==> src/rtl/id_instr_queue_if.sv <==
`default_nettype none
// ============================================================================
// Module  : id_instr_queue_if
// Brief   : Enqueue/dequeue/flush bundle between IF, the instruction queue and ID.
// Revision: 1.0  initial release
// ============================================================================
interface id_instr_queue_if #(
  parameter int DEPTH   = 4,
  parameter int INSTR_W = 32,
  parameter int PC_W    = 32,
  parameter int EXC_W   = 2
);
  localparam int CNT_W = $clog2(DEPTH + 1);

  logic               enq_valid;
  logic               enq_ready;
  logic [INSTR_W-1:0] enq_instr;
  logic [PC_W-1:0]    enq_pc;
  logic [EXC_W-1:0]   enq_exc;
  logic               deq_valid;
  logic               deq_ready;
  logic [INSTR_W-1:0] deq_instr;
  logic [PC_W-1:0]    deq_pc;
  logic [PC_W-1:0]    deq_pc_plus_4;
  logic [EXC_W-1:0]   deq_exc;
  logic               flush;
  logic               flush_keep;
  logic [CNT_W-1:0]   count;

  // The queue itself.
  modport slave (
    input  enq_valid, enq_instr, enq_pc, enq_exc, deq_ready, flush, flush_keep,
    output enq_ready, deq_valid, deq_instr, deq_pc, deq_pc_plus_4, deq_exc, count
  );

  // The fetch/decode environment around the queue.
  modport master (
    output enq_valid, enq_instr, enq_pc, enq_exc, deq_ready, flush, flush_keep,
    input  enq_ready, deq_valid, deq_instr, deq_pc, deq_pc_plus_4, deq_exc, count
  );
endinterface
`default_nettype wire

==> src/rtl/id_instr_queue.sv <==
`default_nettype none
// ============================================================================
// Module  : id_instr_queue
// Brief   : Circular instruction queue decoupling fetch from decode, with
//           branch flush and optional delay-slot retention.
// Revision: 1.0  initial release
// ============================================================================
module id_instr_queue #(
  parameter int DEPTH   = 4,
  parameter int INSTR_W = 32,
  parameter int PC_W    = 32,
  parameter int EXC_W   = 2
) (
  input  wire logic         clk,
  input  wire logic         rst,
  id_instr_queue_if.slave   q_if
);

  localparam int PTR_W = (DEPTH > 1) ? $clog2(DEPTH) : 1;
  localparam int CNT_W = $clog2(DEPTH + 1);
  localparam int ENT_W = EXC_W + PC_W + INSTR_W;

  localparam logic [PTR_W-1:0] c_ptr_last = PTR_W'(DEPTH - 1);
  localparam logic [CNT_W-1:0] c_cnt_full = CNT_W'(DEPTH);
  localparam logic [CNT_W-1:0] c_cnt_one  = CNT_W'(1);

  // Wrap by compare so non-power-of-two depths index only valid slots.
  function automatic logic [PTR_W-1:0] f_inc(input logic [PTR_W-1:0] p);
    return (p == c_ptr_last) ? '0 : p + 1'b1;
  endfunction

  logic [ENT_W-1:0] r_mem [DEPTH];
  logic [PTR_W-1:0] r_rd_ptr;
  logic [PTR_W-1:0] r_wr_ptr;
  logic [CNT_W-1:0] r_count;

  logic             w_enq_ready;
  logic             w_deq_valid;
  logic             w_enq_fire;
  logic             w_deq_fire;
  logic [PTR_W-1:0] w_rd_next;
  logic             w_survivor;
  logic [ENT_W-1:0] w_head;

  assign w_enq_ready = (r_count < c_cnt_full);
  assign w_deq_valid = (r_count != '0);
  assign w_enq_fire  = q_if.enq_valid & w_enq_ready;
  assign w_deq_fire  = q_if.deq_ready & w_deq_valid;
  assign w_rd_next   = w_deq_fire ? f_inc(r_rd_ptr) : r_rd_ptr;
  // At least one stored entry remains after this cycle's dequeue.
  assign w_survivor  = (r_count != {{(CNT_W-1){1'b0}}, w_deq_fire});

  always_ff @(posedge clk or negedge rst) begin
    if (!rst) begin
      r_rd_ptr <= '0;
      r_wr_ptr <= '0;
      r_count  <= '0;
    end else if (q_if.flush) begin
      if (!q_if.flush_keep) begin
        r_rd_ptr <= r_wr_ptr;
        r_count  <= '0;
      end else begin
        // With no survivor, w_rd_next equals r_wr_ptr, which is exactly
        // where a same-cycle enqueue lands, so one rule covers both cases.
        r_rd_ptr <= w_rd_next;
        if (w_survivor || w_enq_fire) begin
          r_wr_ptr <= f_inc(w_rd_next);
          r_count  <= c_cnt_one;
        end else begin
          r_wr_ptr <= w_rd_next;
          r_count  <= '0;
        end
      end
    end else begin
      if (w_enq_fire) begin
        r_wr_ptr <= f_inc(r_wr_ptr);
      end
      if (w_deq_fire) begin
        r_rd_ptr <= f_inc(r_rd_ptr);
      end
      if (w_enq_fire && !w_deq_fire) begin
        r_count <= r_count + 1'b1;
      end else if (!w_enq_fire && w_deq_fire) begin
        r_count <= r_count - 1'b1;
      end
    end
  end

  // Entry storage carries no reset; validity is tracked by r_count alone.
  always_ff @(posedge clk) begin
    if (w_enq_fire) begin
      r_mem[r_wr_ptr] <= {q_if.enq_exc, q_if.enq_pc, q_if.enq_instr};
    end
  end

  assign w_head = r_mem[r_rd_ptr];

  assign q_if.enq_ready     = w_enq_ready;
  assign q_if.deq_valid     = w_deq_valid;
  assign q_if.count         = r_count;
  assign q_if.deq_instr     = w_deq_valid ? w_head[INSTR_W-1:0] : '0;
  assign q_if.deq_pc        = w_deq_valid ? w_head[INSTR_W+PC_W-1:INSTR_W] : '0;
  assign q_if.deq_exc       = w_deq_valid ? w_head[ENT_W-1:INSTR_W+PC_W] : '0;
  assign q_if.deq_pc_plus_4 = q_if.deq_pc + PC_W'(4);

endmodule
`default_nettype wire

==> src/flat_wrapper.sv <==
// flat-port wrapper written by rule: the top's interface ports become plain ports
module id_instr_queue_flat 
#(
  parameter int DEPTH   = 4,
  parameter int INSTR_W = 32,
  parameter int PC_W    = 32,
  parameter int EXC_W   = 2
)
  (clk, rst, q_if_enq_valid, q_if_enq_instr, q_if_enq_pc, q_if_enq_exc, q_if_deq_ready, q_if_flush, q_if_flush_keep, q_if_enq_ready, q_if_deq_valid, q_if_deq_instr, q_if_deq_pc, q_if_deq_pc_plus_4, q_if_deq_exc, q_if_count);
  id_instr_queue_if #(.DEPTH(DEPTH), .INSTR_W(INSTR_W), .PC_W(PC_W), .EXC_W(EXC_W)) q_if_i ();
  input  wire logic clk;
  input  wire logic rst;
  input wire logic [$bits(q_if_i.enq_valid)-1:0] q_if_enq_valid;
  input wire logic [$bits(q_if_i.enq_instr)-1:0] q_if_enq_instr;
  input wire logic [$bits(q_if_i.enq_pc)-1:0] q_if_enq_pc;
  input wire logic [$bits(q_if_i.enq_exc)-1:0] q_if_enq_exc;
  input wire logic [$bits(q_if_i.deq_ready)-1:0] q_if_deq_ready;
  input wire logic [$bits(q_if_i.flush)-1:0] q_if_flush;
  input wire logic [$bits(q_if_i.flush_keep)-1:0] q_if_flush_keep;
  output wire logic [$bits(q_if_i.enq_ready)-1:0] q_if_enq_ready;
  output wire logic [$bits(q_if_i.deq_valid)-1:0] q_if_deq_valid;
  output wire logic [$bits(q_if_i.deq_instr)-1:0] q_if_deq_instr;
  output wire logic [$bits(q_if_i.deq_pc)-1:0] q_if_deq_pc;
  output wire logic [$bits(q_if_i.deq_pc_plus_4)-1:0] q_if_deq_pc_plus_4;
  output wire logic [$bits(q_if_i.deq_exc)-1:0] q_if_deq_exc;
  output wire logic [$bits(q_if_i.count)-1:0] q_if_count;
  assign q_if_i.enq_valid = q_if_enq_valid;
  assign q_if_i.enq_instr = q_if_enq_instr;
  assign q_if_i.enq_pc = q_if_enq_pc;
  assign q_if_i.enq_exc = q_if_enq_exc;
  assign q_if_i.deq_ready = q_if_deq_ready;
  assign q_if_i.flush = q_if_flush;
  assign q_if_i.flush_keep = q_if_flush_keep;
  assign q_if_enq_ready = q_if_i.enq_ready;
  assign q_if_deq_valid = q_if_i.deq_valid;
  assign q_if_deq_instr = q_if_i.deq_instr;
  assign q_if_deq_pc = q_if_i.deq_pc;
  assign q_if_deq_pc_plus_4 = q_if_i.deq_pc_plus_4;
  assign q_if_deq_exc = q_if_i.deq_exc;
  assign q_if_count = q_if_i.count;
  id_instr_queue #(.DEPTH(DEPTH), .INSTR_W(INSTR_W), .PC_W(PC_W), .EXC_W(EXC_W)) u_core (.clk(clk), .rst(rst), .q_if(q_if_i));
endmodule
==> config.mk <==
export PLATFORM = sky130hd
export DESIGN_NAME = id_instr_queue_flat
export DESIGN_NICKNAME = d
export VERILOG_FILES = /design/src/rtl/id_instr_queue_if.sv /design/src/rtl/id_instr_queue.sv /design/src/flat_wrapper.sv
export SDC_FILE = /design/constraint.sdc
export NUM_CORES = 1
export LEC_CHECK = 0
export BUFFER_PORTS_ARGS = -buffer_cell sky130_fd_sc_hd__buf_2
export CORE_ASPECT_RATIO = 0.7
export CORE_MARGIN = 5
export CORE_UTILIZATION = 40
export CTS_BUF_LIST = sky130_fd_sc_hd__clkbuf_4 sky130_fd_sc_hd__clkbuf_8 sky130_fd_sc_hd__clkbuf_16
export DETAILED_ROUTE_END_ITERATION = 7
export GPL_ROUTABILITY_DRIVEN = 0
export GPL_TIMING_DRIVEN = 0
export SLEW_MARGIN = 5
export SYNTH_ARGS = -nofsm -noshare
export SYNTH_HDL_FRONTEND = slang
export SYNTH_SLANG_ARGS = --single-unit
==> constraint.sdc <==
create_clock -name clk -period 3.2 [get_ports clk]
set_input_delay 0.32 -clock clk [delete_from_list [all_inputs] [get_ports clk]]
set_output_delay 0.32 -clock clk [all_outputs]
set_load 0.05 [all_outputs]
# After elaboration in Yosys (flattened, before gate mapping)

Memory sizes are Yosys's and may differ from the RTL's.
Cells that the tools add are included.

Flip-flop bits (word level): 7
RAM bits: 264
Bits of input ports: 72
Output and inout bits: 103
Memories kept: 1

Memories:

| name         | depth | width | read ports | clocked after Yosys merged registers in | wr ports | RTL line             | RTL |
|---|---|---|---|---|---|---|---|
| u_core.r_mem | 4     | 66    | 1          | 0                                       | 1        | id_instr_queue.sv:32 | `logic [ENT_W-1:0] r_mem [DEPTH];` |

$add $sub $neg: 6
Magnitude comparators: 1
Eq/ne operators: 5
Muxes and demuxes: 20
Bitwise operators: 2
Reduce and logical (&&, ||, !) cells: 9

Operators by type and width:

| kind                    | number |
|---|---|
| $mux W32                | 2 |
| $add A32 B3 Y32 const B | 1 |
| $mux W2                 | 11 |
| $mux W3                 | 4 |
| $add A2 B1 Y2 const B   | 3 |
| $eq A2 B2 Y1 const B    | 3 |
| $reduce_bool A3 Y1      | 2 |
| $add A3 B1 Y3 const B   | 1 |
| $lt A3 B3 Y1 const B    | 1 |
| $mux W1                 | 3 |
| $ne A3 B1 Y1            | 1 |
| $sub A3 B1 Y3 const B   | 1 |
| $and A1 B1 Y1           | 2 |
| $logic_and A1 B1 Y1     | 2 |
| $logic_not A1 Y1        | 2 |
| $ne A2 B1 Y1 const B    | 1 |
| $reduce_and A2 Y1       | 1 |
| $reduce_bool A2 Y1      | 1 |
| $logic_or A1 B1 Y1      | 1 |

# Depth between registers and ports, before layout

Depth after elaboration: 8
Depth in mapped cells: 12

# Least setup slack after synthesis

Ideal clock, no wire load.

Path kind: register to output
Start point: reg u_core.r_count[2], in the netlist u_core.q_if.count[2]
End point: out q_if_deq_pc_plus_4[18]
Arrival: 4823 ps
Path slack: -1943 ps
Stages on the path, launching flop included: 13
Buffers on the path: 2
Path through: dfrtp_1 > nor3_2 > inv_1 > clkbuf_1 > clkbuf_1 > nand2_1 > inv_1 > ha_1 > and3_1 > nor2b_1 > and2_1 > nand3_1 > xnor2_1

Word-level cells in the longest chain between the ends: 3

RTL lines:

| what                     | RTL line              | RTL |
|---|---|---|
| start, declared          | id_instr_queue.sv:35  | `logic [CNT_W-1:0] r_count;` |
| start signal, assigned   | id_instr_queue.sv:68  | `r_count <= c_cnt_one;` |
| start signal, assigned   | id_instr_queue.sv:82  | `r_count <= r_count + 1'b1;` |
| start signal, assigned   | id_instr_queue.sv:84  | `r_count <= r_count - 1'b1;` |
| $reduce_bool A3 Y1       | id_instr_queue.sv:46  | `assign w_deq_valid = (r_count != '0);` |
| named net q_if_deq_valid | flat_wrapper.sv:21    | `output wire logic [$bits(q_if_i.deq_valid)-1:0] q_if_deq_valid;` |
| $mux W32                 | id_instr_queue.sv:102 | `assign q_if.deq_pc = w_deq_valid ? w_head[INSTR_W+PC_W-1:INSTR_W] : '0;` |
| named net q_if_deq_pc[2] | flat_wrapper.sv:23    | `output wire logic [$bits(q_if_i.deq_pc)-1:0] q_if_deq_pc;` |
| $add A32 B3 Y32          | id_instr_queue.sv:104 | `assign q_if.deq_pc_plus_4 = q_if.deq_pc + PC_W'(4);` |
| end, declared            | flat_wrapper.sv:24    | `output wire logic [$bits(q_if_i.deq_pc_plus_4)-1:0] q_if_deq_pc_plus_4;` |

The timed path passes the listed nets, and every way through them passes these cells.

# Worst setup path after layout

Start point: reg u_core.r_rd_ptr[0]
End point: out q_if_deq_pc_plus_4[22]

Word-level cells in the longest chain between the ends: 3

RTL lines:

| what                   | RTL line              | RTL |
|---|---|---|
| start, declared        | id_instr_queue.sv:33  | `logic [PTR_W-1:0] r_rd_ptr;` |
| start signal, assigned | id_instr_queue.sv:60  | `r_rd_ptr <= r_wr_ptr;` |
| start signal, assigned | id_instr_queue.sv:65  | `r_rd_ptr <= w_rd_next;` |
| start signal, assigned | id_instr_queue.sv:79  | `r_rd_ptr <= f_inc(r_rd_ptr);` |
| $mem_v2 Z4 W66         | -                     |  |
| $mux W32               | id_instr_queue.sv:102 |  |
| $add A32 B3 Y32        | id_instr_queue.sv:104 |  |

No other way between the ends.

==> run summary <==
For the total overflow reported by the global router, the log shows 0. For this run, design rule violations remaining after detail routing come to 0. In the post-synthesis netlist, the biggest area contributors are sky130_fd_sc_hd__edfxtp_1 71%, sky130_fd_sc_hd__mux4_2 12%, sky130_fd_sc_hd__and2_1 3.6%, sky130_fd_sc_hd__xnor2_1 1.7%, sky130_fd_sc_hd__dfrtp_1 1.6%. The clock sink count is 271. The floorplan die area came out at 31450 sq um.

STA puts the critical path data required time at 2.88 ns. The violation count after the first detailed-routing iteration came out at 397. After synthesis, the most frequently instantiated cells are 264 x sky130_fd_sc_hd__edfxtp_1, 64 x sky130_fd_sc_hd__and2_1, 61 x sky130_fd_sc_hd__mux4_2. The insertion delay to the later sink of the worst-skew pair came out at 0.52 ns. Measured against its own limit, the worst slew margin works out to 38.36%.

The worst hold path belongs to the class in2reg. The count of buffers added on input and output ports is 173. The top cell type by area accounts for 70.90% of the synthesized area.

The tree is rooted in a sky130_fd_sc_hd__clkbuf_16. For the net count of the mapped netlist, the log shows 668. The post-route netlist has 45.34% of its cells at a drive strength greater than 1. For the maximum clock insertion buffer count, the log shows 3. The least setup slack across all paths after layout is -0.1954 ns, and the period utilization is 106.1%.

The detailed router placed 6624 vias in this run. The run gives 1 as the maximum level of the CTS H-tree. The mean instance size in the synthesized netlist came out at 18.98 sq um.

The critical path in this run is classified as reg2out. The run finished, with violations left. The tools report the critical path data arrival time as 3.08 ns. Counting I/O delays and the setup requirement, the final critical path takes 3.395 ns. The total routing resource utilization after global routing is 17.51%, and the final setup violation count is 21. At the end of the flow, the number of nets in the layout was 963. For the max-slew violation count, the log shows 0. The I/O pin total is 175, and the number of distinct library cell variants in the gate-level netlist after synthesis is 44.

The total area inside the core boundary comes to 27690 sq um. The logs give 7079 for the number of global-route vias before repair and 40.37% for the initial core utilization. The die span in x was 209.8 um; the hold violation total from the final report was 0.

In this run, synthesis produced a sequential element count of 271. The synthesized instance count is 589, and the area overhead of the layout relative to synthesis is 34.32%. Of the synthesized area, sequential elements account for 72.47%.

The die span in y came out at 149.9 um. The first global-routing pass estimated 42560 um of wire. The checks that failed: negative setup slack. The half-perimeter wire length after placement is 18470 um, and the initial antenna violation count is 2.

Setup repair after global routing could not meet its margin everywhere. The count of flip-flops with a built-in enable after synthesis works out to 264. The count of standard-cell rows was 51.

The dominant register cell in the synthesized netlist was sky130_fd_sc_hd__edfxtp_1. The count of fill cells added during filler insertion was 2195; the largest fanout on the critical path was 6. The worst setup path is captured at a primary output. For the final database, setup skew stands at 0.006832 ns.

For this run, the detailed router's first-pass iteration total came to 5. The final non-filler cell total was 1275; the number of clock buffers inserted by TritonCTS was 27. Entering global routing, the biggest net connects 35 pins.

The cell type with the largest total area after synthesis was sky130_fd_sc_hd__edfxtp_1. The final routed wirelength across all metal layers came out at 27820 um. At the pin with the least slew margin, the transition time is 0.9167 ns. STA classifies the critical path startpoint as a flip-flop.

Async set or reset register ratio after synthesis: 2.583%. The run gives 0.69 ns as the register-to-register setup slack. The antenna violation net count after detailed routing is 0. Static timing analysis puts the maximum clock frequency at 0.2945 GHz. Timing analysis after detailed placement gives a worst setup slack of -0.5441 ns. The tool flagged a number of max-cap violations equal to 0. Summing every instance area after synthesis gives 11180 sq um. TritonCTS built the clock tree. The run gives 1137 as the number of placed instances, taps included. The most numerous cell in the Yosys netlist is sky130_fd_sc_hd__edfxtp_1. Using the TritonRoute via totals, the vias-per-cell ratio works out to 5.195. For this run, the share of the core covered by cells in the final layout is 54.23%. The clock edge transition at the registers on the reported setup and hold paths was 0.06 ns. The detailed-route wire length per cell works out to 21.82 um.

The Yosys step of the flow raised 0 warnings.
[layout by cell type, fill, tap and decap left out, types with 8 or more instances in the layout]
cell,count
sky130_fd_sc_hd__clkbuf_4,8
sky130_fd_sc_hd__nand2_1,11
sky130_fd_sc_hd__buf_4,43
sky130_fd_sc_hd__dlygate4sd3_1,52
sky130_fd_sc_hd__buf_2,150
sky130_fd_sc_hd__buf_12,8
sky130_fd_sc_hd__inv_1,10
sky130_fd_sc_hd__edfxtp_1,264
sky130_fd_sc_hd__nor2_1,16
sky130_fd_sc_hd__buf_6,28
sky130_fd_sc_hd__and2_1,55
sky130_fd_sc_hd__a21oi_1,8
sky130_fd_sc_hd__clkbuf_16,29
sky130_fd_sc_hd__mux4_2,61
sky130_fd_sc_hd__xnor2_4,8
[sequential cells by signal, indices dropped and copies added, names as in the netlist]
register	cells
u_core.q_if.count	3
u_core.r_rd_ptr	2
u_core.r_wr_ptr	2
u_core.r_mem	264
[path summary, 6_finish.rpt]
path | endpoint | cells past startpoint | from
worst min-delay path | u_core.r_mem[2][36]$_DFFE_PP_ | 1 | q_if_enq_pc[4]
max in group asynchronous | u_core.r_rd_ptr[0]$_DFF_PN0_ | 2 | rst
worst max-delay path | q_if_deq_pc_plus_4[22] | 11 | u_core.r_rd_ptr[0]$_DFF_PN0_
worst max register to register | u_core.r_wr_ptr[1]$_DFFE_PN0P_ | 7 | u_core.q_if.count[1]$_DFFE_PN0P_
worst min register to register | u_core.r_wr_ptr[1]$_DFFE_PN0P_ | 2 | u_core.r_wr_ptr[1]$_DFFE_PN0P_
min in group asynchronous | u_core.r_wr_ptr[1]$_DFFE_PN0P_ | 2 | rst
[area by class of cell]
class,count,area [sq um],share of cell area (%)
well taps,371,464.2,3.091
clock inverters,14,103.9,0.6915
plain buffers,26,267.8,1.783
flip-flops and latches,271,8108,53.99
clock buffers,33,720.7,4.799
inverters,13,55.05,0.3666
repair buffers,266,1907,12.70
diodes,2,5.005,0.03332
multi-input cells,279,3387,22.55
[layer usage]
layer | track usage, % | share of wire (%)
met5 | 0 | 0
met4 | 3.293 | 1.7
met3 | 4.338 | 7.0
met2 | 27.91 | 47
met1 | 24.99 | 44
[worst max-delay path, cell delays in order, from the launching register on]
cell                         delay, ns
sky130_fd_sc_hd__dfrtp_2          0.47
sky130_fd_sc_hd__buf_12           0.15
sky130_fd_sc_hd__mux4_2           0.58
sky130_fd_sc_hd__nand2_8          0.10
sky130_fd_sc_hd__clkinvlp_4       0.09
sky130_fd_sc_hd__ha_4             0.17
sky130_fd_sc_hd__and3_4           0.16
sky130_fd_sc_hd__nor2b_4          0.13
sky130_fd_sc_hd__and2_4           0.18
sky130_fd_sc_hd__nand4_1          0.20
sky130_fd_sc_hd__xnor2_4          0.14
sky130_fd_sc_hd__buf_6            0.18
[what timing repair did]
action | in CTS | in global routing
hold buffers | 52 | 0
pin swaps | 24 | 11
setup buffers | 29 | 8
resized for setup | 106 | 20
setup endpoints to repair | 79 | 43
hold endpoints to repair | 202 | 0
[logic make-up (layout without fill, tap and decap cells)]
logic type      after synthesis  after routing  synth area share [%]
flops                       271            271                 72.47
simple gates                143            143                 7.419
mux                          72             72                 13.60
buf+inv                      39            352                 1.667
xor+xnor                     31             31                 2.428
compound gates               26             26                 1.567
fa+ha+maj                     7              7                0.8505
other cells                   0              2                     0
[stage by stage]
step,hold WS (ns),setup TNS (ns),cell area [sq um]
after CTS,0.0001187,-2.118,14870
final,0.02649,-1.847,15020
after global placement,0.1600,-273.40,12830
after floorplan,0.02441,-0.4592,11500
after global routing,0.001996,-4.032,15020
after detailed placement,0.1646,-6.977,12920
Power is left out: the tool's default activity adds up to more than one toggle a clock period on the data nets, which glitch-free logic cannot reach.
